`config.mk`:
```
export PLATFORM = sky130hd
export DESIGN_NAME = seq_control_unit
export DESIGN_NICKNAME = d
export VERILOG_FILES = /design/src/rtl/cu_pkg.sv /design/src/rtl/cu_decode.sv /design/src/rtl/seq_control_unit.sv
export SDC_FILE = /design/constraint.sdc
export NUM_CORES = 1
export LEC_CHECK = 0
export CAP_MARGIN = 20
export CORE_ASPECT_RATIO = 0.7
export CORE_UTILIZATION = 45
export DETAILED_ROUTE_END_ITERATION = 7
export PLACE_DENSITY_LB_ADDON = 0.25
export RECOVER_POWER = 50
export SLEW_MARGIN = 20
export SYNTH_ARGS = -nofsm -noshare
export SYNTH_HDL_FRONTEND = slang
export SYNTH_SLANG_ARGS = --single-unit
```
`constraint.sdc`:
```
create_clock -name clk -period 2.3 [get_ports clk]
set_input_delay 0.46 -clock clk [delete_from_list [all_inputs] [get_ports clk]]
set_output_delay 0.46 -clock clk [all_outputs]
set_load 0.02 [all_outputs]
```
`src/rtl/cu_pkg.sv`:
```
// Shared definitions for the sequential control unit: FSM state encoding,
// opcode values, instruction field offsets and bus-mux source codes.
// The optional LDI instruction is enabled with the CU_LDI_EN macro
// (see seq_control_unit).
package cu_pkg;

  typedef enum logic [2:0] {
    ST_FETCH = 3'd0,
    ST_LOADX = 3'd1,
    ST_EXEC  = 3'd2,
    ST_WB    = 3'd3,
    ST_XFER  = 3'd4
  } cu_state_e;

  localparam logic [1:0] OP_ALU = 2'b00;
  localparam logic [1:0] OP_MOV = 2'b01;
  localparam logic [1:0] OP_LDI = 2'b10;
  localparam logic [1:0] OP_NOP = 2'b11;

  // Low-order instruction fields; register fields sit at the top of the word.
  localparam int OP_LSB  = 0;
  localparam int OP_W    = 2;
  localparam int ALU_LSB = 2;
  localparam int ALU_W   = 3;

  // Bus source code for the G/ALU result (one above the last GP register).
  function automatic int mux_g_code(input int nreg);
    return nreg;
  endfunction

  // Bus source code for the external data input.
  function automatic int mux_din_code(input int nreg);
    return nreg + 1;
  endfunction

endpackage

```
`src/rtl/cu_decode.sv`:
```
// Combinational field decoder for the latched instruction register.
module cu_decode
  import cu_pkg::*;
#(
  parameter int NREG = 8,
  parameter int IW   = 16
) (
  input  logic [IW-1:0]             ir_i,
  output logic [$clog2(NREG)-1:0]   rx_o,
  output logic [$clog2(NREG)-1:0]   ry_o,
  output logic [ALU_W-1:0]          alu_o,
  output logic [OP_W-1:0]           op_o,
  output logic                      is_alu_o
);

  localparam int AW = $clog2(NREG);

  assign rx_o     = ir_i[IW-1 -: AW];
  assign ry_o     = ir_i[IW-1-AW -: AW];
  assign alu_o    = ir_i[ALU_LSB +: ALU_W];
  assign op_o     = ir_i[OP_LSB +: OP_W];
  assign is_alu_o = (ir_i[OP_LSB +: OP_W] == OP_ALU);

  // Bits between the register fields and the ALU field carry no meaning.
  if (IW > 2*AW + ALU_LSB + ALU_W) begin : g_spare
    logic unused_spare_s;
    assign unused_spare_s = ^ir_i[IW-1-2*AW : ALU_LSB+ALU_W];
  end

endmodule

```
`src/rtl/seq_control_unit.sv`:
```
// Multi-cycle control FSM for the register-file/ALU datapath.
// ALU ops run FETCH->LOADX->EXEC->WB (4 cycles); MOV/LDI/NOP run
// FETCH->XFER (2 cycles). Every state change needs run=1. Strobes are
// qualified by run, and every output is forced low while rst is high.
// Optional feature macro: CU_LDI_EN (op 10 = load DIN into rx);
// without it op 10 behaves as NOP.
module seq_control_unit
  import cu_pkg::*;
#(
  parameter int NREG  = 8,
  parameter int IW    = 16,
  parameter int CNT_W = 16
) (
  input  logic                    clk,
  input  logic                    rst,
  input  logic                    run,
  input  logic [IW-1:0]           instr,
  output logic                    en_ir,
  output logic                    en_a,
  output logic                    en_c,
  output logic [$clog2(NREG):0]   mux_sel,
  output logic [2:0]              alu_sel,
  output logic [NREG-1:0]         reg_en,
  output logic                    done,
  output logic                    busy,
  output logic [CNT_W-1:0]        instr_cnt
);

  localparam int AW = $clog2(NREG);
  localparam int MW = AW + 1;
  localparam logic [MW-1:0]   MUX_G     = MW'(mux_g_code(NREG));
`ifdef CU_LDI_EN
  localparam logic [MW-1:0]   MUX_DIN   = MW'(mux_din_code(NREG));
`endif
  localparam logic [NREG-1:0] ONE_HOT_0 = {{(NREG-1){1'b0}}, 1'b1};

  cu_state_e         state_q;
  logic [IW-1:0]     ir_q;
  logic [CNT_W-1:0]  cnt_q;
  logic [CNT_W-1:0]  cnt_d;

  logic [AW-1:0]     rx_s;
  logic [AW-1:0]     ry_s;
  logic [ALU_W-1:0]  alu_s;
  logic [OP_W-1:0]   op_s;
  logic              is_alu_s;

  // Per-state controls before run/reset qualification.
  logic              ir_raw_s;
  logic              a_raw_s;
  logic              c_raw_s;
  logic              done_raw_s;
  logic [NREG-1:0]   wr_raw_s;
  logic [MW-1:0]     mux_raw_s;
  logic [2:0]        alu_raw_s;

  logic              live_s;
  logic              strobe_s;

  assign live_s   = ~rst;
  assign strobe_s = run & ~rst;

  cu_decode #(
    .NREG (NREG),
    .IW   (IW)
  ) u_decode (
    .ir_i     (ir_q),
    .rx_o     (rx_s),
    .ry_o     (ry_s),
    .alu_o    (alu_s),
    .op_o     (op_s),
    .is_alu_o (is_alu_s)
  );

  // Datapath controls implied by the current state and latched instruction.
  always_comb begin
    ir_raw_s   = 1'b0;
    a_raw_s    = 1'b0;
    c_raw_s    = 1'b0;
    done_raw_s = 1'b0;
    wr_raw_s   = {NREG{1'b0}};
    mux_raw_s  = {MW{1'b0}};
    alu_raw_s  = 3'b000;
    case (state_q)
      ST_FETCH: begin
        ir_raw_s = 1'b1;
      end
      ST_LOADX: begin
        a_raw_s   = is_alu_s;
        mux_raw_s = {1'b0, rx_s};
      end
      ST_EXEC: begin
        c_raw_s   = is_alu_s;
        mux_raw_s = {1'b0, ry_s};
        alu_raw_s = alu_s;
      end
      ST_WB: begin
        // The write is qualified by the decoded opcode so a corrupted ir
        // cannot produce a register write; the instruction still retires.
        mux_raw_s  = MUX_G;
        wr_raw_s   = is_alu_s ? (ONE_HOT_0 << rx_s) : {NREG{1'b0}};
        done_raw_s = 1'b1;
      end
      ST_XFER: begin
        done_raw_s = 1'b1;
        case (op_s)
          OP_MOV: begin
            mux_raw_s = {1'b0, ry_s};
            wr_raw_s  = ONE_HOT_0 << rx_s;
          end
`ifdef CU_LDI_EN
          OP_LDI: begin
            mux_raw_s = MUX_DIN;
            wr_raw_s  = ONE_HOT_0 << rx_s;
          end
`endif
          OP_NOP: begin
            wr_raw_s = {NREG{1'b0}};
          end
          default: begin
            wr_raw_s = {NREG{1'b0}};
          end
        endcase
      end
      default: begin
        wr_raw_s = {NREG{1'b0}};
      end
    endcase
  end

  assign en_ir     = ir_raw_s & strobe_s;
  assign en_a      = a_raw_s & strobe_s;
  assign en_c      = c_raw_s & strobe_s;
  assign done      = done_raw_s & strobe_s;
  assign reg_en    = wr_raw_s & {NREG{strobe_s}};
  assign mux_sel   = mux_raw_s & {MW{live_s}};
  assign alu_sel   = alu_raw_s & {3{live_s}};
  assign busy      = (state_q != ST_FETCH) & live_s;
  assign instr_cnt = cnt_q & {CNT_W{live_s}};

  // Retired-instruction count advances on each qualified done pulse.
  always_comb begin
    if (done) begin
      cnt_d = cnt_q + CNT_W'(1);
    end else begin
      cnt_d = cnt_q;
    end
  end

  // Sequencer: state, instruction register and counter; all hold when run=0.
  always_ff @(posedge clk) begin
    if (rst) begin
      state_q <= ST_FETCH;
      ir_q    <= {IW{1'b0}};
      cnt_q   <= {CNT_W{1'b0}};
    end else if (run) begin
      cnt_q <= cnt_d;
      case (state_q)
        ST_FETCH: begin
          ir_q    <= instr;
          // Branch on the live word; ir only becomes valid next cycle.
          state_q <= (instr[OP_LSB +: OP_W] == OP_ALU) ? ST_LOADX : ST_XFER;
        end
        ST_LOADX: state_q <= ST_EXEC;
        ST_EXEC:  state_q <= ST_WB;
        ST_WB:    state_q <= ST_FETCH;
        ST_XFER:  state_q <= ST_FETCH;
        default:  state_q <= ST_FETCH;
      endcase
    end
  end

endmodule

```
==> results.yml, run 1 <==
final_layout:
  diodes: 0
  drive_above_1_share_pct: 20.9
  finalNetCount: 292
  syn2layout_area_growth_pct: 46.1
  num-fill-cells: 289
floorplan:
  fp.dieW_microns: 73.5
  core_sq_um: 3280
  dieHeight_microns: 52.0
  start_util_pct: 49.1
  dieArea_sq_um: 3820
  num_rows: 17
  num_io_pins: 55
setup_path:
  r2r_start: "state_q[0]"
  r2r_cells: 6
  r2r_slack_ns: 0.21
  critPathLaunchType: "primary input"
  worstReg2RegEnd: "cnt_q[5]"
  criticalPathCategory: "in -> out"
  cp_max_fo: 27
  required_ns: 1.84
  crit_path_end_kind: "output port"
  cp.arrival_ns: 1.79
flow_run:
  cap_viol_max_count: 0
yosys:
  ys_seq_area_share_pct: 37.3
  yosysMostFrequentCell: "dfxtp_1"
  synthTopCellsByArea: "dfxtp_1 (37%), mux2_2 (7.0%), nand2_1 (6.5%), nor2_1 (5.6%), a21oi_1 (5.0%)"
  async_reset_ff_share_pct: 0
  syn_inst: 207
  synth_edf_count: 0
  synthesis.area_sq_um: 1610
  yosys_warnings: 0
  synth_flop_cell: "dfxtp_1"
  synth_nets: 227
  yosysUniqueCellTypes: 36
  ys_seq_elements: 30
  syn_avg_cell_area_sq_um: 7.77
  netlist.area_leader.share_pct: 37.3
  synth_commonest_cells: "dfxtp_1 (30), nand2_1 (28), nor2_1 (24)"
  yosys.area.top_type: "dfxtp_1"
hold_path:
  hold_path.class: "reg -> reg"
  worst_hold_path.endpoint: "ir_q[4]"
  hold_path_depth: 2
  hold_path_startpoint: "ir_q[4]"
global_route:
  grt_usage_pct: 25.1
  grt_pass1_vias: 1531
  grt_max_degree: 28
  grt_pass1_wl_mm: 7.11
  gr-total-overflow: 0
  antenna_found_initial: 0
drt:
  viasPerCell: 5.23
  drc: 0
  antenna_left: 0
  dr.pass1.iters: 4
  wl_per_cell_microns: 13.3
  dr.max_layer_used: "met4"
  wl_mm: 4.27
  met1_length_mm: 2.04
  drt-initial-drc-count: 130
  vias: 1675
  met3_length_microns: 255
  wl_met2_mm: 1.92
pwr:
  power_frac_seq_pct: 48.1
  power_mw: 1.15
  power.density_nw_per_um2: 489
  switchingPower_mw: 0.293
  ir_drop_v: 0.000423
  swShare_pct: 25.5
  clkPwrFrac_pct: 38.1
  internal_power_mw: 0.855
  combPwrFrac_pct: 13.8
  p_leak_nw: 1.16
timing:
  period_share_pct: 97.9
  finalSetupTns_ns: 0
  final_max_slew_viol_count: 0
  max_clock_freq_mhz: 444
  hold_violations: 0
  period_needed_ns: 2.25
  slew_headroom_pct: 63.9
  tightestPinTransition_ns: 0.541
  rsz0062_at_grt: "yes"
  finalSetupViolCount: 0
  fin_skew_ns: 0.00566
cts:
  cts_root_buffer: "clkbuf_8"
  htree_levels: 2
  cts_sinks: 30
  cts.clk_slew.worst_paths_ns: 0.06
  numCtsBuffers: 5
  clock_path_buffers: 2
  clkLatencyLatePin_ns: 0.28
  cts_tree: "built"
status:
  outcome: "finished clean"
placed_design:
  hpwl_mm: 2.94
  finalWeightedCongestion: 0.812
  portBuffers: 49
cell type report:
type	instances	area, sq um	area share, %
Inverter	8	30.0	1.28
Sequential cell	30	602	25.6
Tap cell	47	58.8	2.50
Multi-Input combinational cell	159	983	41.8
Clock buffer	7	86.3	3.67
Clock inverter	1	5.00	0.213
Timing Repair Buffer	68	586	24.9
worst max path at each step:
| stage | startpoint | end | slack [ns] |
|---|---|---|---|
| after floorplan | state_q[0] | en_a | 0.03 |
| after global placement | rst | reg_en[0] | -0.58 |
| after detailed placement | rst | reg_en[0] | -0.59 |
| after CTS | state_q[2] | reg_en[0] | 0.004 |
| after global routing | state_q[1] | alu_sel[2] | -0.02 |
| final | rst | instr_cnt[5] | 0.05 |
worst max-delay path: stages:
cell and delay, ns:
dlygate4sd2_1 0.27, buf_6 0.15, buf_6 0.18, nor2b_1 0.13, clkdlybuf4s50_1 0.61
per-layer routing:
layer,vias to the layer above,global-route usage [%]
li1,850,-
met1,775,35.2
met2,43,36.9
met3,7,6.98
met4,0,8.65
met5,-,0
kinds of logic (layout without fill, tap and decap cells):
logic type,count (synthesis),after routing,share of synthesized area (%)
flip-flops,30,30,37.3
multiplexers,10,10,7.00
adder cells (fa/ha/maj),1,1,0.777
AND/OR/NAND/NOR,112,112,37.1
AO/OA/AOI/OAI,36,36,13.3
buffers and inverters,18,84,4.51
sequential cells by signal, indices dropped and copies added (netlist names):
| signal | cells |
|---|---|
| cnt_q | 16 |
| ir_q | 11 |
| state_q | 3 |
power by group through the flow:
| stage | Sequential, mW | Combinational [mW] | Clock, mW |
|---|---|---|---|
| after floorplan | 0.560 | 0.0780 | 0 |
| after global placement | 0.562 | 0.148 | 0 |
| after detailed placement | 0.562 | 0.150 | 0 |
| after CTS | 0.550 | 0.155 | 0.443 |
| after global routing | 0.556 | 0.175 | 0.480 |
| final | 0.553 | 0.158 | 0.438 |
stage by stage:
stage	utilization, %	worst slack, ns	instance area [sq um]	hold slack (ns)	cells
finish	71.8	0.0480	2350	0.450	320
global route	71.8	-0.0209	2350	0.497	320
CTS	70.7	0.00425	2320	0.451	320
detailed placement	68.5	-0.586	2240	0.443	310
global placement	68.5	-0.579	2240	0.439	310
floorplan	-	0.0269	1610	0.432	207
repair_timing:
action                                  4_1_cts  5_1_grt
pin swaps                                     2        0
setup buffers                                 2        0
hold buffers                                  0        0
resized for setup                            74       23
endpoints found under the setup margin       35       20
placed cells by master, fill, tap and decap left out, drive strengths merged, types with 3 or more instances in the layout:
master         synthesis  routed
dfxtp                 30      30
nand2                 28      28
buf                    5      28
nor2                  24      24
a21oi                 16      16
clkbuf                 5      13
clkdlybuf4s50          0      12
nor2b                 11      11
dlymetal6s2s           0      11
mux2                  10      10
dlygate4sd2            0       9
inv                    8       8
o21ai                  8       8
nand3                  7       7
and2                   7       7
nor3b                  5       5
nand2b                 5       5
nor3                   5       5
a22oi                  4       4
o31ai                  4       4
nand4                  3       3
No activity file was read; power rests on OpenSTA's default activity.
==> inputs of run 2 (changes only) <==
CORE_UTILIZATION = 47   (was 45)
DONT_BUFFER_PORTS = 1   (was not set)
clock period = 2.9 ns   (was 2.3 ns; I/O delays follow)
==> run 2 against run 1 <==
Against the previous run:
- core utilization is 18 points lower
- sequential power is 20% lower
- cell count is 20% lower
- hold slack worse by 0.091 ns
- first-iteration DRC count is 4.6% higher
- via count is 16% lower
- cell area is 26% lower
==> results.yml, run 2 (same netlist as run 1, synthesis figures left out) <==
setup_path:
  slowest_stage: "dfxtp_1"
  cp.arrival_ns: 2.10
  r2r_cells: 5
  cp_max_fo: 14
  criticalPathCategory: "reg -> out"
  r2r_slack_ns: 0.70
  critPathLaunchType: "flip-flop"
  cp_cell_sequence: "nor4bb_1, a21oi_1, or4_1, nor2_1"
  worstReg2RegEnd: "cnt_q[3]"
  r2r_start: "state_q[2]"
  slowest_delay_ns: 0.56
  crit_path_end_kind: "output port"
  required_ns: 2.32
floorplan:
  num_io_pins: 55
  core_sq_um: 3210
  start_util_pct: 50.1
  dieHeight_microns: 51.0
  num_rows: 17
  fp.dieW_microns: 71.9
  dieArea_sq_um: 3670
flow_run:
  cap_viol_max_count: 0
pwr:
  ir_drop_v: 0.000364
  power.density_nw_per_um2: 489
  p_leak_nw: 0.637
cts:
  htree_levels: 2
  cts_sinks: 30
  holdBufCountCts: 0
  cts_tree: "built"
  cts_resized: 0
  numCtsBuffers: 5
  post_cts_buffers: 0
  clkLatencyLatePin_ns: 0.29
  cts.clk_slew.worst_paths_ns: 0.07
  cts_root_buffer: "clkbuf_8"
  clock_path_buffers: 2
drt:
  dr.pass1.iters: 4
  wl_per_cell_microns: 14.2
  wl_mm: 3.63
  antenna_left: 0
  drc: 0
  vias: 1408
  drt-initial-drc-count: 136
  viasPerCell: 5.50
final_layout:
  instances_no_fill: 256
  diodes: 0
  drive_above_1_share_pct: 10.0
  reg.largest.list: "cnt_q (16), ir_q (11), state_q (3)"
  num-fill-cells: 311
  finalNetCount: 228
  largest_reg_flops: 16
  seq_area_sq_um: 601
  syn2layout_area_growth_pct: 8.32
  multi_input_area_sq_um: 936
  layout_common_cells: "dfxtp_1 (30), nand2_1 (28), nor2_1 (24)"
  top_register: "cnt_q"
  layout_commonest_cell: "dfxtp_1"
global_route:
  antenna_found_initial: 0
  grt_usage_pct: 21.7
  gr-usage-met2_pct: 33.0
  grt_pass1_wl_mm: 5.92
  grt_pass1_vias: 1268
  grt.busiest_layer: "met2"
  grt_max_degree: 44
  grtUsageMet3_pct: 8.09
  grt.met1_usage_pct: 27.7
  gr-total-overflow: 0
timing:
  rsz0062_at_grt: "no"
  slew_headroom_pct: 52.0
  period_share_pct: 92.4
  fin_skew_ns: 0.0107
  period_needed_ns: 2.68
  hold_violations: 0
  tightestPinTransition_ns: 0.718
  finalSetupViolCount: 0
  finalSetupTns_ns: 0
  final_max_slew_viol_count: 0
  max_clock_freq_mhz: 373
hold_path:
  worst_hold_path.endpoint: "ir_q[12]"
  hold_path_startpoint: "rst"
  hold_path.class: "in -> reg"
  hold_path_depth: 1
placed_design:
  hpwl_mm: 2.61
  portBuffers: 0
  dp_cells: 248
  finalWeightedCongestion: 0.794
status:
  outcome: "finished clean"
run 2: power breakdown:
group	internal (mW)	total, mW	switching (mW)
clock network	0.191	0.349	0.157
logic	0.0237	0.0591	0.0354
registers	0.426	0.444	0.0182
total	0.641	0.852	0.211
run 2: metal layers:
metal	wire (microns)	share of wire, %	up-vias
li1	-	-	725
met1	1780	49	644
met2	1610	44	33
met3	188	5.2	6
met4	52	1.4	0
met5	0	0	-
run 2: worst max-delay path: cells and delay by family, from the launching register on:
kind | cells | cell delay, ns
AND/OR/NAND/NOR | 3 | 1.17
flip-flops | 1 | 0.56
AO/OA/AOI/OAI | 1 | 0.08
run 2: stage by stage:
stage | utilization [%] | area (sq um) | worst slack [ns] | power, mW | hold slack [ns]
finish | 54.3 | 1740 | 0.219 | 0.852 | 0.359
global route | 54.3 | 1740 | 0.0665 | 0.895 | 0.346
CTS | 54.4 | 1750 | 0.232 | 0.863 | 0.346
detailed placement | 51.5 | 1660 | 0.543 | 0.513 | 0.441
global placement | 51.5 | 1660 | 0.599 | 0.509 | 0.434
floorplan | - | 1610 | 0.507 | 0.506 | 0.432
run 2: worst max path at each step:
| stage | from | endpoint | cells past startpoint |
|---|---|---|---|
| global placement | state_q[2] | reg_en[2] | 4 |
| global route | state_q[2] | reg_en[4] | 4 |
| floorplan | state_q[0] | en_a | 3 |
| CTS | state_q[2] | reg_en[0] | 5 |
| finish | state_q[2] | reg_en[6] | 4 |
| detailed placement | state_q[2] | reg_en[0] | 5 |
run 2: layout make-up:
class                   count  share of cell area (%)
clock buffers               7                    4.95
clock inverters             1                   0.287
inverters                   8                    1.72
multi-input cells         159                    53.7
flip-flops and latches     30                    34.5
well taps                  47                    3.37
repair buffers              4                    1.51
